File: src/rtl/pc_sequencer.sv
// Fetch/next-PC controller: owns the architectural PC and sequences IDLE -> FETCH -> EXEC.
// Latency: 2 cycles per instruction minimum, plus one per imem wait state and per stall cycle.
// Backpressure: FETCH holds while imem_ready=0; EXEC holds while stall=1; HALTED until rst.
module pc_sequencer #(
    parameter logic [31:0] RESET_VECTOR = 32'h0000_0000,
    parameter logic [31:0] EXC_VECTOR   = 32'h0000_0180
) (
    input  logic        clk,
    input  logic        rst,
    output logic        imem_req,
    output logic [31:0] imem_addr,
    input  logic        imem_ready,
    output logic        instr_valid,
    input  logic        stall,
    input  logic        branch_taken,
    input  logic [31:0] branch_offset,
    input  logic        jump,
    input  logic [25:0] jump_index,
    input  logic        jr,
    input  logic [31:0] jr_target,
    input  logic        exc,
    input  logic        halt,
    output logic [31:0] pc,
    output logic [31:0] pc_plus4,
    output logic [31:0] epc,
    output logic        misaligned_err,
    output logic [1:0]  state
);

    typedef enum logic [1:0] {
        ST_IDLE   = 2'd0,
        ST_FETCH  = 2'd1,
        ST_EXEC   = 2'd2,
        ST_HALTED = 2'd3
    } state_e;

    state_e      state_q, state_d;
    logic [31:0] pc_q, pc_d;
    logic [31:0] epc_q, epc_d;
    logic        mis_q, mis_d;

    logic [31:0] br_target;
    logic [31:0] j_target;

    // Redirect targets; the sequential add wraps naturally at 2^32.
    always_comb begin
        pc_plus4  = pc_q + 32'd4;
        br_target = pc_plus4 + {branch_offset[29:0], 2'b00};
        j_target  = {pc_plus4[31:28], jump_index, 2'b00};
    end

    // Next-state and outputs; redirects are only honoured in a non-stalled EXEC cycle.
    always_comb begin
        state_d     = state_q;
        pc_d        = pc_q;
        epc_d       = epc_q;
        mis_d       = mis_q;
        imem_req    = 1'b0;
        instr_valid = 1'b0;
        case (state_q)
            ST_IDLE: begin
                state_d = ST_FETCH;
            end
            ST_FETCH: begin
                imem_req = 1'b1;
                if (imem_ready) begin
                    state_d = ST_EXEC;
                end
            end
            ST_EXEC: begin
                instr_valid = 1'b1;
                if (!stall) begin
                    state_d = ST_FETCH;
                    if (exc) begin
                        epc_d = pc_q;
                        pc_d  = EXC_VECTOR;
                    end else if (halt) begin
                        pc_d    = pc_plus4;
                        state_d = ST_HALTED;
                    end else if (jr) begin
                        if (jr_target[1:0] == 2'b00) begin
                            pc_d = jr_target;
                        end else begin
                            // Misaligned register target is turned into an exception.
                            mis_d = 1'b1;
                            epc_d = pc_q;
                            pc_d  = EXC_VECTOR;
                        end
                    end else if (jump) begin
                        pc_d = j_target;
                    end else if (branch_taken) begin
                        pc_d = br_target;
                    end else begin
                        pc_d = pc_plus4;
                    end
                end
            end
            ST_HALTED: begin
                state_d = ST_HALTED;
            end
            default: begin
                state_d = ST_IDLE;
            end
        endcase
    end

    // State registers; reset discards any in-flight instruction.
    always_ff @(posedge clk) begin
        if (rst) begin
            state_q <= ST_IDLE;
            pc_q    <= RESET_VECTOR;
            epc_q   <= 32'h0;
            mis_q   <= 1'b0;
        end else begin
            state_q <= state_d;
            pc_q    <= pc_d;
            epc_q   <= epc_d;
            mis_q   <= mis_d;
        end
    end

    assign imem_addr      = pc_q;
    assign pc             = pc_q;
    assign epc            = epc_q;
    assign misaligned_err = mis_q;
    assign state          = state_q;

endmodule

File: config.mk
export PLATFORM = sky130hd
export DESIGN_NAME = pc_sequencer
export DESIGN_NICKNAME = d
export VERILOG_FILES = /design/src/rtl/pc_sequencer.sv
export SDC_FILE = /design/constraint.sdc
export NUM_CORES = 1
export LEC_CHECK = 0
export ABC_AREA = 1
export CELL_PAD_IN_SITES_DETAIL_PLACEMENT = 1
export CELL_PAD_IN_SITES_GLOBAL_PLACEMENT = 2
export CORE_UTILIZATION = 23
export DETAILED_ROUTE_END_ITERATION = 10
export PLACE_DENSITY = 0.85
export SETUP_SLACK_MARGIN = 0.2
export SKIP_CTS_REPAIR_TIMING = 1
export SLEW_MARGIN = 30
export SYNTH_ARGS = -nofsm -noshare
export SYNTH_HDL_FRONTEND = slang
export SYNTH_SLANG_ARGS = --single-unit
File: constraint.sdc
create_clock -name clk -period 3.63 [get_ports clk]
set_clock_uncertainty 0.05 [all_clocks]
set_input_delay 0.726 -clock clk [delete_from_list [all_inputs] [get_ports clk]]
set_output_delay 0.726 -clock clk [all_outputs]
set_load 0.02 [all_outputs]
==> impl_results.md <==
- Yosys top cell area share: 20.35%
- ANT cells: 0
- Number of max-cap violations: 0
- Initial drt markers: 300
- Initial antenna violation count: 0
- Number of global-route vias before repair: 8508
- Top-count cell post-synth: nand2_1
- WHS Path Cells: 2
- Worst-path maximum fanout: 5
- First-pass DRT Iterations: 5
- Crit path capture type: flop
- Layout cells sized above 1: 18.99%
- DRC Markers: 0
- Required @ worst endpoint: 3.84 ns
- Post-synth ARST share: 0%
- Synth warn: 0
- GPL Wtd Cong: 0.9001
- Final setup violation count: 0
- Fmax achieved: 302.1 MHz
- Ports: 232
- Synth Register Bits: 67
- Post-route ant nets: 0
- Dpl hpwl: 26210 microns
- I/O Buffers: 229
- Die Width: 171.3 microns
- Clock latency on the worst-skew pair: 0.33 ns
- Max-slew headroom: 58.80%
- Rows: 61
- Vias per cell: 4.714
- CTS Buf Count: 9
- Worst-path clk slew: 0.06 ns
- Root Driver: clkbuf_16
- Worst setup margin: 0.3196 ns
- Syn-to-layout area delta: 60.78%
- Startpoint types: flop
- Setup TNS Final: 0 ns
- Critical Path AT: 3.52 ns
- Area contributors post-synth: dfxtp_1 (20%), nand2_1 (19%), a21oi_1 (9.5%)
- Leak Pwr: 4.680 nW
- M1 GR Usage: 27.46%
- Largest net degree at the start of global routing: 48
- M2 GR Usage: 38.14%
- Final number of hold-violating endpoints: 0
- Cell count after placement: 1756
- Multi-input gate area: 4920 sq um
- Vias: 8387
- First-pass GRT wire length: 48090 microns
- Max stage delay cell, worst path: dfxtp_1
- Grt total ovfl: 0
- Synth Flop Type: dfxtp_1
- Setup WS pre-CTS: -0.06752 ns
- Grt met3 use: 2.922%
- Mapped Area: 6591 sq um
- GRT Total Usage: 21.56%
- Seq/Total Area, Yosys: 20.35%
- Most Crowded Layer GR: met2
- Crit-path cells: inv_1, nor3_2, inv_1, nor2_1, nand4_1, xor2_1, buf_4, inv_1, ha_4, nand2_1, nand2_1, nand2_1, nand2_1, o21bai_1, a21oi_2, nand2_1, nand2_1, nand3_1, nand2_1, nand2_1, nand2_1, nand2_1, a21oi_1
- Post-synth EDFFs: 0
- Overall Power: 2.223 mW
- Worst slew pin tran: 0.6172 ns
- Commonest cells in the netlist: nand2_1 (338), inv_1 (126), a21oi_1 (125)
- RSZ-0062 raised after global routing: true
- Critical Path Stages: 23
- Min-Delay Path Class: reg -> reg
- Hold slack: 0.4286 ns
- Crit path kind: reg -> reg
- DRT Wirelength: 32160 microns
- Final period util: 91.20%
- Pwr dens: 209.8 nW/um^2
- Leading area contributor after synthesis: dfxtp_1
- Status: completed
- Clk sinks: 67
- Htree depth: 3
- Die Span Y: 171.3 microns
- Fin. max-slew vios: 0
- Die area: 29340 sq um
- Syn nets: 1272
- Initial Util: 23.53%
- Final nets: 1532
- Clock tree buffer depth: 2
- Synth unique cells: 47
- Critical Path Max Stage Delay: 0.43 ns
- Core area: 28010 sq um
- Fill cell count: 3598
- Peak VDD IR: 0.2165 mV
- Min cycle time layout: 3.310 ns
- Crit path buffers/inverters: 4
- TritonCTS clock tree: yes
- Worst Reg-to-Reg Cells: 23
- Synthesized area per cell: 5.802 sq um
- Post-synthesis cell count: 1136
- Drt wl/cell: 18.08 microns
- Crit path max-delay family: simple AND/OR/NAND/NOR gates
- Finished Layout Cells: 1779
- Seq. cell area: 1368 sq um
- Cell repeated most along the worst path: nand2_1
-- where the power goes --
group	internal, mW	switching (mW)	total (mW)
Clock	0.529	0.343	0.872
Combinational	0.262	0.326	0.589
Sequential	0.750	0.0123	0.762
-- metal layers --
layer  wire length, microns  part of all wire (%)
met3                   1368                   4.3
met1                  14360                    45
met2                  15800                    49
met5                      0                     0
met4                    626                   1.9
-- worst min-delay path, cell delays in order, from the launching register on --
cell,delay (ns)
dfxtp_1,0.33
a31oi_1,0.05
nor2_1,0.07
-- area by class of cell --
cell class                 count  area share (%)
multi-input combinational    857           46.42
timing repair buffer         325           28.57
sequential                    67           12.90
inverter                     136           4.864
tap                          378           4.463
clock buffer                   9           2.125
clock inverter                 7          0.6493
-- cell usage in the layout, fill, tap and decap left out, types with 5 or more instances in the layout --
master,synthesis,final
a21oi_1,125,112
a21oi_2,2,14
a31oi_1,11,11
buf_4,34,96
clkbuf_16,0,9
clkdlybuf4s50_1,0,223
dfxtp_1,67,52
dfxtp_2,0,12
dlymetal6s2s_1,0,6
ha_1,36,24
ha_4,0,12
inv_1,126,118
inv_2,6,13
nand2_1,338,316
nand2_2,6,25
nand3_1,63,54
nand3_2,1,10
nand4_1,9,9
nor2_1,96,76
nor2_2,6,16
nor2_4,3,13
nor3_1,15,7
nor3_2,2,7
o211ai_1,9,9
o21ai_0,78,70
o21ai_1,3,9
o221ai_1,5,5
xnor2_1,5,5
xor2_1,18,13
-- registers in the layout, summed over array words and instances (netlist names) --
register        count
epc                32
imem_addr          32
misaligned_err      1
state               2
-- cell families (layout without fill, tap and decap cells) --
kind of cell / count (synthesis) / in the layout / synth area share (%)
and+or+nand+nor: 552 / 552 / 35.14
AOI/OAI and AO/OA: 244 / 244 / 19.93
buffers and inverters: 212 / 477 / 14.14
DFF: 67 / 67 / 20.35
adders and majority gates: 37 / 37 / 7.137
xor gates and xnor gates: 24 / 24 / 3.303
-- per-stage QoR --
step / instance area, sq um / util [%]
2_1_floorplan: 6591 / -
3_3_place_gp: 9607 / 34.30
3_5_place_dp: 9607 / 34.30
4_1_cts: 9901 / 35.35
5_1_grt: 10600 / 37.83
6_report: 10600 / 37.83
-- final timing paths --
check,startpoint,end,slack [ns]
hold reg to reg,misaligned_err,misaligned_err,0.43
setup reg to reg,imem_addr[17],imem_addr[27],0.32
setup / recovery,imem_addr[17],imem_addr[27],0.32
hold / removal,misaligned_err,misaligned_err,0.43
Power figures use the tool's default switching activity.
